### config.mk
export PLATFORM = sky130hd
export DESIGN_NAME = mult_datapath
export DESIGN_NICKNAME = d
export VERILOG_FILES = /design/src/rtl/mult_datapath.sv
export SDC_FILE = /design/constraint.sdc
export NUM_CORES = 1
export LEC_CHECK = 0
export ABC_AREA = 1
export CORE_ASPECT_RATIO = 1.2
export CORE_MARGIN = 2
export CORE_UTILIZATION = 49
export DETAILED_ROUTE_END_ITERATION = 8
export PLACE_DENSITY = 0.78
export SYNTH_ARGS = -nofsm -noshare
export SYNTH_HDL_FRONTEND = slang
export SYNTH_SLANG_ARGS = --single-unit
### constraint.sdc
create_clock -name clk -period 2.2 [get_ports clk]
set_input_delay 0.33 -clock clk [delete_from_list [all_inputs] [get_ports clk]]
set_output_delay 0.33 -clock clk [all_outputs]
set_load 0.02 [all_outputs]
### src/rtl/mult_datapath.sv
// Datapath for the sequential 8x8 signed multiplier.
// Operands arrive byte-serially on inbus; control strobes c0..c8 come from the
// multiplier controller, which branches on s and is_count_7. The product
// leaves byte-serially on outbus, high byte (A) first, then low byte (Q).
//
// {F,A} is a 9-bit signed accumulator. Eight add-and-shift iterations treat Q
// as unsigned. After the 8th shift D is set; the adder then subtracts, so a
// final c3 removes M*256 when the multiplier was negative (QS=1).

module mult_datapath #(
  parameter int unsigned WIDTH = 8
) (
  input  logic             clk,
  input  logic             rst_b,
  input  logic [WIDTH-1:0] inbus,
  input  logic             c0,
  input  logic             c1,
  input  logic             c2,
  input  logic             c3,
  input  logic             c4,
  input  logic             c5,
  input  logic             c6,
  input  logic             c7,
  input  logic             c8,
  output logic             s,
  output logic             is_count_7,
  output logic [WIDTH-1:0] outbus,
  output logic             out_valid
);

  // State registers
  logic [WIDTH-1:0] m_q, m_d;
  logic [WIDTH-1:0] q_q, q_d;
  // acc_q = {F, A}: MSB is the sign-extension bit F
  logic [WIDTH:0]   acc_q, acc_d;
  logic [2:0]       cnt_q, cnt_d;
  logic             qs_q, qs_d;
  logic             d_q, d_d;
  logic [WIDTH-1:0] outbus_q, outbus_d;
  logic             out_valid_q, out_valid_d;

  // Adder and shifter intermediates
  logic [WIDTH:0]   add_op;
  logic [WIDTH:0]   add_sum;
  logic [WIDTH:0]   acc_shifted;
  logic [WIDTH-1:0] q_shifted;

  // 9-bit adder: adds during iterations, subtracts once D marks the correction step
  always_comb begin
    add_op  = c4 ? '0 : {m_q[WIDTH-1], m_q};
    add_sum = d_q ? (acc_q - add_op) : (acc_q + add_op);
  end

  // Arithmetic right shift of {F,A,Q}: F is replicated, A[0] falls into Q[7]
  always_comb begin
    acc_shifted = {acc_q[WIDTH], acc_q[WIDTH:1]};
    q_shifted   = {acc_q[0], q_q[WIDTH-1:1]};
  end

  // Multiplicand load
  always_comb begin
    m_d = m_q;
    if (c0) begin
      m_d = inbus;
    end
  end

  // Multiplier load and sign capture; a load takes priority over a shift of Q
  always_comb begin
    q_d  = q_q;
    qs_d = qs_q;
    if (c1) begin
      q_d  = inbus;
      qs_d = inbus[WIDTH-1];
    end else if (c5) begin
      q_d = q_shifted;
    end
  end

  // Accumulator: clear beats add, add beats shift
  always_comb begin
    acc_d = acc_q;
    if (c2) begin
      acc_d = '0;
    end else if (c3) begin
      acc_d = add_sum;
    end else if (c5) begin
      acc_d = acc_shifted;
    end
  end

  // Iteration counter, wraps 7 -> 0
  always_comb begin
    cnt_d = cnt_q;
    if (c2) begin
      cnt_d = '0;
    end else if (c6) begin
      cnt_d = cnt_q + 3'd1;
    end
  end

  // Loop-done flag: set by the shift taken while cnt==7 (the 8th shift)
  always_comb begin
    d_d = d_q;
    if (c2) begin
      d_d = 1'b0;
    end else if (c5 && (cnt_q == 3'd7)) begin
      d_d = 1'b1;
    end
  end

  // Output byte register; low byte wins if both strobes coincide
  always_comb begin
    outbus_d    = outbus_q;
    out_valid_d = c7 | c8;
    if (c8) begin
      outbus_d = q_q;
    end else if (c7) begin
      outbus_d = acc_q[WIDTH-1:0];
    end
  end

  // Operand registers
  always_ff @(posedge clk or negedge rst_b) begin
    if (!rst_b) begin
      m_q  <= '0;
      q_q  <= '0;
      qs_q <= 1'b0;
    end else begin
      m_q  <= m_d;
      q_q  <= q_d;
      qs_q <= qs_d;
    end
  end

  // Accumulator and loop control registers
  always_ff @(posedge clk or negedge rst_b) begin
    if (!rst_b) begin
      acc_q <= '0;
      cnt_q <= '0;
      d_q   <= 1'b0;
    end else begin
      acc_q <= acc_d;
      cnt_q <= cnt_d;
      d_q   <= d_d;
    end
  end

  // Output registers
  always_ff @(posedge clk or negedge rst_b) begin
    if (!rst_b) begin
      outbus_q    <= '0;
      out_valid_q <= 1'b0;
    end else begin
      outbus_q    <= outbus_d;
      out_valid_q <= out_valid_d;
    end
  end

  // Status back to the controller, from registers only
  always_comb begin
    s          = d_q ? qs_q : q_q[0];
    is_count_7 = (cnt_q == 3'd7);
    outbus     = outbus_q;
    out_valid  = out_valid_q;
  end

endmodule

Yosys cells after proc, flatten, opt, wreduce, memory -nomap -nowiden --
Cells that the tools add are included.
Storage, ports and cells: flip-flop bits (word level) 39, bits of input ports 19, output and inout bits 11, word-level logic and storage cells 35
Operators by class: add/subtract/negate cells 3, eq/ne operators 1, mux-type cells 14, bitwise gates (word level) 1, reductions and logical operators 7
Operators with widths (number):
- $mux W8 | 5
- $mux W9 | 4
- $reduce_bool A2 Y1 | 5
- $add A9 B9 Y9 | 1
- $sub A9 B9 Y9 | 1
- $mux W3 | 2
- $add A3 B1 Y3 const B | 1
- $eq A3 B3 Y1 const B | 1
- $mux W1 | 3
- $reduce_bool A3 Y1 | 1
- $logic_and A1 B1 Y1 | 1
- $or A1 B1 Y1 | 1

Logic depth before layout (Yosys ltp) --
Gate-level depths: netlist of the first run.
word-level depth 5, gate-level depth with buffers 19, depth with buffers taken out 19

Worst setup path after synthesis of the first run --
OpenSTA, ideal clock, no wires.
path type reg2reg, start reg m_q[0], end reg acc_q[7], library setup time 0.117 ns, arrival 2.133 ns, required time 2.083 ns, slack -0.050 ns, cell stages (with the launch flop) 19, path buffers 0, period minus slack after synthesis 2.250 ns, path through dfrtp_1 inv_1 nor2_1 inv_1 ha_1 nand2_1 nor2_1 nor2_1 a21oi_1 xnor2_1 inv_1 ha_1 a21o_1 a31oi_1 nand3b_1 nand3_1 nand2_1 nand2_1 nand2_1
Between the ends: cells in the longest elaborated chain, start to end 5, elaborated cells on any way between the ends 6, classes of those cells 2 x add/sub; 4 x mux
RTL lines:
- start, declared | line 32 | logic [WIDTH-1:0] m_q, m_d;
- start signal, assigned | line 130 | m_q <= m_d;
- $mux W9 (*) | line 50 | add_op = c4 ? '0 : {m_q[WIDTH-1], m_q};
- $add A9 B9 Y9 or $sub A9 B9 Y9 (tied branches) | line 51 | add_sum = d_q ? (acc_q - add_op) : (acc_q + add_op);
- $mux W9 (*) | line 51
- $mux W9 (*) | line 85 | end else if (c3) begin
- $mux W9 (*) | line 83 | if (c2) begin
- end signal, assigned | line 139 | acc_q <= '0;
- end signal, assigned | line 143 | acc_q <= acc_d;
- end, declared | line 35 | logic [WIDTH:0] acc_q, acc_d;
Every way passes the cells marked *; elsewhere a longest branch is shown, timed or not. The select of a mux whose other input is x is not followed. A chain may end at the register's enable or synchronous reset.

Final worst setup path of the first run --
Ends and elaborated chain as after synthesis.

==> metrics, run 1 <==
status finished, violations left; failing checks setup timing; #FFs+latches synth 39; CTS Buffer Depth 2; setup ws final -0.0921 ns; Crit path largest cell delay 0.39 ns; routed vias/inst 5.41; CP Data Arrival Time 2.50 ns; Peak VDD IR 637 uV; Worst path slowest cell dfrtp_1; layout cells sized above 1 22.9%; cell family with most CP delay simple AND/OR/NAND/NOR gates; Clk Latency, worst-skew pair 0.30 ns; ANT cells 0; final core utilization 69.6%; Setup Skew 0.0101 ns; Ys Warns 0; Hold Path Class in -> async; Crit. End Element flip-flop; Die Span X 65.5 um; endpoints failing hold 0; die area 5090 um2; Pint 1.53 mW; Synth top area share 43.9%; Buf/Inv on CP 3; Slew Viols, Final 0; initial cell density of the core 51.7%; Sw Pwr 0.782 mW; fin crit share 104%; Crit. Startpoint m_q[0]; IO Count 30; Syn Inst Count 269; Critical Path RT 2.41 ns; Fillers 331; initial antenna violation count 0; via count 2072; Die Height 77.8 um; HPWL Detailed 3950 um; asr flop ratio synth 100%; CTS buffer count 5; post-route ant nets 0; area leader, netlist dfrtp_1; RSZ-0062 raised after global routing yes; setup TNS -0.255 ns; Max Cap Viol 0; clock power share 26.8%; EDFF count, synth 0; gr usage total 23.8%; CP Max Fanout 4; synth unique cells 28; most common cell in the netlist nand2_1; total routed wirelength 5670 um; average size of a mapped cell 8.26 um2; Pwr Total 2.31 mW; core area 4290 um2; Commonest cells post-synth nand2_1 (53), dfrtp_1 (39), inv_1 (39); H-tree depth 2; CP Cell Sequence inv_2, nor2_4, inv_2, ha_4, nand2_4, nor2_4, nor2_4, a21oi_2, xnor2_1, inv_1, ha_4, a21o_1, a31oi_2, nand3b_1, nand3_1, nand2_1, nand2_1, nand2_1; row count 26; vias in the first global route 2023; Clock transition at path regs 0.09 ns; P_leak 1.41 nW; critical path class reg -> reg; share of power burned in registers 37.1%; Root Buffer clkbuf_8; Remaining DRCs 0; DRT Pass-1 Iters 4; crit start category flip-flop; port bufs 29; RR Startpoint m_q[0]; Sw Share 33.8%; final-report setup violation count 4; TritonCTS Sinks 39; CTS tree yes; nets 357; syn nets 300; Synth area leaders dfrtp_1 (44%), nand2_1 (9.0%), inv_1 (6.6%); PD cells 773 nW/um2; final instance area 2990 um2; Post-synth top flop dfrtp_1; Avg WL per Cell 14.8 um; largest net degree at the start of global routing 40; global-route wire length before repair 9310 um; gpl congestion 0.935; Seq/Total Area, Yosys 43.9%; mapped cell area 2220 um2; Worst slew margin 43.7%; total gr overflow 0; P&R area growth vs syn 34.6%; First DRT Iteration DRCs 195; Combinational Power Share 36.1%; Achievable Freq 0.436 GHz; worst slew pin tran 0.844 ns; min Tclk post-route 2.29 ns; DP Area 2710 um2
layer usage:
layer	share of wire (%)	routed length [um]	track usage, %	up-vias
met5	0	0	0	-
met4	2.4	138	9.79	0
met3	3.5	198	4.20	13
met2	51	2900	39.5	58
met1	43	2430	30.5	986
li1	-	-	-	1015
through the flow:
stage          setup WS, ns  hold slack [ns]  instances
6_report            -0.0921            0.129        383
5_1_grt              -0.230            0.213        383
4_1_cts             -0.0916            0.152        381
3_5_place_dp         -0.678            0.466        367
3_3_place_gp         -0.611            0.456        367
2_1_floorplan        0.0299           0.0344        269
path summary, 6_finish.rpt:
kind	end	slack [ns]	cells after the start
setup / recovery	acc_q[7]	-0.09	18
hold / removal	acc_q[7]	0.13	1
max in group asynchronous	q_q[6]	1.54	1
min in group clk	qs_q	0.48	2
setup reg to reg	acc_q[7]	-0.09	18
hold reg to reg	qs_q	0.48	2
flip-flops by register name (all words and copies together), names as in the netlist:
register,flops
acc_q,9
m_q,8
outbus,8
q_q,8
cnt_q,3
d_q,1
out_valid,1
qs_q,1
power by group through the flow:
stage / Combinational [mW] / Clock [mW] / Sequential, mW
after floorplan: 0.414 / 0 / 0.876
after global placement: 0.684 / 0 / 0.865
after detailed placement: 0.700 / 0 / 0.867
after CTS: 0.750 / 0.625 / 0.855
after global routing: 0.927 / 0.651 / 0.867
final: 0.836 / 0.619 / 0.858
area by class of cell:
cell class / instances / area [um2] / share of cell area [%]
Clock buffer: 5 / 68.8 / 2.30
Clock inverter: 3 / 46.3 / 1.55
Multi-Input combinational cell: 183 / 1190 / 39.9
Timing Repair Buffer: 56 / 483 / 16.2
Tap cell: 56 / 70.1 / 2.34
Inverter: 41 / 154 / 5.15
Sequential cell: 39 / 976 / 32.6
what timing repair did:
item	in CTS	in global routing
setup endpoints to repair	7	6
setup buffers	6	2
hold buffers	0	0
pin swaps	8	13
gates resized for setup	16	25
cell usage in the layout, fill, tap and decap left out, drive strengths merged:
cell type       n
nand4           3
nor2           16
xnor2           6
a21o            1
a31oi           9
bufinv          1
xor2            4
inv            41
o221ai          3
a21oi          16
nor3            1
o211ai          4
clkinv          1
mux2            4
clkbuf          5
clkinvlp        1
o22ai          11
fa              1
o21ai          22
clkdlybuf4s50  27
ha             11
nand3b          3
nand2          54
dfrtp          39
buf            29
or2             3
nand3          10
a22oi           1
cell families (layout without fill, tap and decap cells):
kind of cell | Yosys count | in the layout | synth area share, %
AO/OA/AOI/OAI | 67 | 67 | 17.6
XOR/XNOR | 10 | 10 | 3.94
adder cells (fa/ha/maj) | 12 | 12 | 7.10
buffers and inverters | 47 | 105 | 8.06
flip-flops | 39 | 39 | 43.9
multiplexers | 4 | 4 | 2.03
AND/OR/NAND/NOR | 90 | 90 | 17.4
worst register-to-register path, stage by stage, from the launching register on:
cell and delay (ns):
dfrtp_1 0.39, inv_2 0.08, nor2_4 0.04, inv_2 0.07, ha_4 0.15, nand2_4 0.05
nor2_4 0.11, nor2_4 0.05, a21oi_2 0.13, xnor2_1 0.13, inv_1 0.08, ha_4 0.23
a21o_1 0.18, a31oi_2 0.18, nand3b_1 0.10, nand3_1 0.07, nand2_1 0.05, nand2_1 0.05
nand2_1 0.05
Note: power is estimated with default switching activity, not from simulation.
==> inputs of run 2 (changes only) <==
SETUP_SLACK_MARGIN = 0.2   (was default)
==> metrics, run 2 (synthesis gave the netlist of run 1 again) <==
Die Height 77.8 um; status finished, violations left; P&R area growth vs syn 41.5%; Root Buffer clkbuf_8; gr usage total 24.9%; final instance area 3140 um2; Clk Latency, worst-skew pair 0.29 ns; IO Count 30; CP Data Arrival Time 2.53 ns; DP Area 2720 um2; P_leak 1.48 nW; HPWL Detailed 3970 um; row count 26; failing checks setup timing; largest net degree at the start of global routing 40; CP Max Fanout 4; Place WS -0.699 ns; Critical Path RT 2.39 ns; core area 4290 um2; final-report setup violation count 4; First DRT Iteration DRCs 184; Post-CTS Hold Fix Bufs 0; via count 2112; Hold Path Class in -> async; Max Cap Viol 0; PD cells 779 nW/um2; initial cell density of the core 51.7%; port bufs 29; H-tree depth 2; CTS tree yes; endpoints failing hold 0; Remaining DRCs 0; crit start category flip-flop; vias in the first global route 2088; Most flops, register acc_q; min Tclk post-route 2.34 ns; Avg WL per Cell 15.4 um; Crit. End Element flip-flop; ANT cells 0; commonest non-fill, non-tap cell in the layout nand2_1; routed vias/inst 5.46; Peak VDD IR 458 uV; RSZ-0062 raised after global routing yes; worst slew pin tran 0.849 ns; nets 361; DRT Pass-1 Iters 4; critical path class reg -> reg; Achievable Freq 0.427 GHz; Clock transition at path regs 0.08 ns; setup TNS -0.386 ns; Setup Skew 0.00660 ns; CTS buffer count 5; max reg flops 9; most frequent cells in the layout nand2_1 (47), dfrtp_1 (38), inv_1 (32); post-route ant nets 0; TritonCTS Sinks 39; Die Span X 65.5 um; fin crit share 106%; Worst slew margin 43.4%; global-route wire length before repair 9640 um; CTS Buffer Depth 2; Reg2Reg Setup Slack -0.14 ns; layout cells sized above 1 27.8%; initial antenna violation count 0; total gr overflow 0; Pwr Total 2.45 mW; setup ws final -0.143 ns; total routed wirelength 5970 um; Slew Viols, Final 0; die area 5090 um2; gpl congestion 0.916
-- run 2: final timing paths --
path,to,from,cells past startpoint
setup / recovery,acc_q[7],m_q[0],18
hold / removal,m_q[5],rst_b,1
setup reg to reg,acc_q[7],m_q[0],18
hold reg to reg,qs_q,qs_q,2
max in group asynchronous,d_q,rst_b,1
min in group clk,qs_q,qs_q,2
-- run 2: per-stage QoR --
stage	util, %	hold slack [ns]	cells
2_1_floorplan	-	0.0344	269
3_3_place_gp	63.4	0.462	367
3_5_place_dp	63.4	0.470	367
4_1_cts	70.7	0.164	383
5_1_grt	73.2	0.209	387
6_report	73.2	0.133	387
-- run 2: critical path, stage by stage, from the launching register on --
cell	delay (ns)
dfrtp_1	0.38
inv_2	0.09
nor2_4	0.04
inv_2	0.08
ha_4	0.14
nand2_2	0.06
nor2_4	0.11
nor2_4	0.05
a21oi_2	0.11
xnor2_1	0.13
inv_1	0.09
ha_4	0.24
a21o_1	0.20
a31oi_2	0.18
nand3b_1	0.13
nand3_2	0.07
nand2_1	0.04
nand2_1	0.05
nand2_1	0.04
-- run 2: what timing repair did --
item | 4_1_cts | 5_1_grt
setup endpoints to repair | 9 | 9
pin swaps | 21 | 15
resized for setup | 36 | 27
buffers inserted | 8 | 4
-- run 2: power breakdown --
| part | internal [mW] | total, mW | switching, mW |
|---|---|---|---|
| Clock | 0.373 | 0.634 | 0.261 |
| Sequential | 0.796 | 0.857 | 0.0608 |
| Combinational | 0.466 | 0.959 | 0.493 |
| Total | 1.63 | 2.45 | 0.815 |
-- run 2: cell type report --
type	count	area [um2]
Timing Repair Buffer	60	531
Inverter	41	156
Sequential cell	39	977
Tap cell	56	70.1
Clock inverter	2	38.8
Multi-Input combinational cell	183	1290
Clock buffer	6	82.6
Fill cell	306	1150
-- run 2: per-layer routing --
| layer | part of all wire, % | wire length (um) | global-route usage, % | vias to the layer above |
|---|---|---|---|---|
| met1 | 40 | 2370 | 30.0 | 987 |
| met2 | 52 | 3120 | 42.8 | 76 |
| met5 | 0 | 0 | 0 | - |
| li1 | - | - | - | 1029 |
| met3 | 4.5 | 266 | 4.64 | 20 |
| met4 | 3.5 | 210 | 11.0 | 0 |
==> inputs of run 3 (changes only) <==
MAX_ROUTING_LAYER = met4   (was default)
==> metrics, run 3 (synthesis gave the netlist of run 1 again) <==
First DRT Iteration DRCs 187; status finished, violations left; Die Height 77.8 um; Reg2Reg Setup Slack -0.16 ns; max reg flops 9; Pint 1.64 mW; CTS buffer count 5; Fillers 306; layout cells sized above 1 27.8%; CP Max Fanout 4; Post-CTS Hold Fix Bufs 0; vias in the first global route 2090; DRT Pass-1 Iters 4; min Tclk post-route 2.36 ns; RR Startpoint m_q[0]; crit start category flip-flop; total routed wirelength 5970 um; nets 361; most frequent cells in the layout nand2_1 (47), dfrtp_1 (38), inv_1 (32); final-report setup violation count 5; initial antenna violation count 0; met2 Resource Use GR 42.8%; Worst slew margin 43.2%; Clk Latency, worst-skew pair 0.29 ns; Achievable Freq 0.424 GHz; gr usage total 25.6%; met1 GRT Util 30.0%; largest net degree at the start of global routing 40; Sw Pwr 0.812 mW; total gr overflow 0; Place WS -0.699 ns; HPWL Detailed 3970 um; Most flops, register acc_q; die area 5090 um2; global-route wire length before repair 9640 um; failing checks setup timing; clock power share 25.8%; Avg WL per Cell 15.4 um; Sw Share 33.2%; H-tree depth 2; most used routing layer in global routing met2; Setup Skew 0.00747 ns; commonest non-fill, non-tap cell in the layout nand2_1; Combinational Power Share 39.2%; worst slew pin tran 0.852 ns; via count 2100; Crit. End Element flip-flop; PD cells 779 nW/um2; Max Cap Viol 0; Slew Viols, Final 0; IO Count 30; Peak VDD IR 459 uV; Hold Path Class in -> async; Clock transition at path regs 0.08 ns; port bufs 29; CTS Buffer Depth 2; setup ws final -0.157 ns; CTS tree yes; gpl congestion 0.932; Crit. Startpoint m_q[0]; Critical Path RT 2.39 ns; CP Data Arrival Time 2.54 ns; row count 26; post-route ant nets 0; Pwr Total 2.45 mW; routed vias/inst 5.43; P_leak 1.48 nW; Remaining DRCs 0; Die Span X 65.5 um; critical path class reg -> reg; RSZ-0062 raised after global routing yes; met3 Use GR 4.64%; share of power burned in registers 35.0%; ANT cells 0; fin crit share 107%; initial cell density of the core 51.7%; endpoints failing hold 0; core area 4290 um2; Root Buffer clkbuf_8; TritonCTS Sinks 39; P&R area growth vs syn 41.5%
[run 3: cell counts in the layout (fill, tap and decap cells not counted)]
Identical to the previous run, type by type.
[run 3: power by group through the flow]
stage	clock (mW)	combinational [mW]	sequential, mW
after floorplan	0	0.424	0.877
after global placement	0	0.697	0.866
after detailed placement	0	0.725	0.866
after CTS	0.638	0.855	0.857
after global routing	0.672	1.04	0.866
final	0.630	0.960	0.856
[run 3: final timing paths]
path,end,depth (start not counted)
setup / recovery,acc_q[7],18
hold / removal,m_q[5],1
setup reg to reg,acc_q[7],18
hold reg to reg,qs_q,2
max in group asynchronous,d_q,1
min in group clk,qs_q,2
[run 3: cell type report]
cell class / instances / area [um2] / area share (%)
Clock buffer: 6 / 82.6 / 2.63
Clock inverter: 2 / 38.8 / 1.23
Inverter: 41 / 156 / 4.98
Multi-Input combinational cell: 183 / 1290 / 41.0
Sequential cell: 39 / 977 / 31.1
Tap cell: 56 / 70.1 / 2.23
Timing Repair Buffer: 60 / 531 / 16.9
[run 3: critical path, cell delays in order, from the launching register on]
cell,delay [ns]
dfrtp_1,0.38
inv_2,0.09
nor2_4,0.04
inv_2,0.08
ha_4,0.15
nand2_2,0.06
nor2_4,0.12
nor2_4,0.05
a21oi_2,0.11
xnor2_1,0.13
inv_1,0.09
ha_4,0.24
a21o_1,0.20
a31oi_2,0.18
nand3b_1,0.13
nand3_2,0.07
nand2_1,0.04
nand2_1,0.05
nand2_1,0.04
[run 3: metal layers]
| layer | up-vias | wire length, um |
|---|---|---|
| met5 | - | 0 |
| met3 | 18 | 289 |
| met2 | 78 | 3110 |
| met1 | 977 | 2380 |
| met4 | 0 | 187 |
| li1 | 1027 | - |
[run 3: through the flow]
step	setup TNS, ns	util, %	cell area [um2]	instances	hold WS, ns
floorplan	0	-	2250	269	0.0344
global placement	-3.67	63.4	2720	367	0.462
detailed placement	-4.28	63.4	2720	367	0.470
CTS	-0.318	70.7	3040	383	0.164
global route	-1.13	73.2	3140	387	0.209
finish	-0.429	73.2	3140	387	0.134
[run 3: what timing repair did]
action,CTS,global route
endpoints found under the setup margin,9,9
pin swaps,21,15
setup buffers,8,4
hold endpoints to repair,0,0
gates resized for setup,36,27
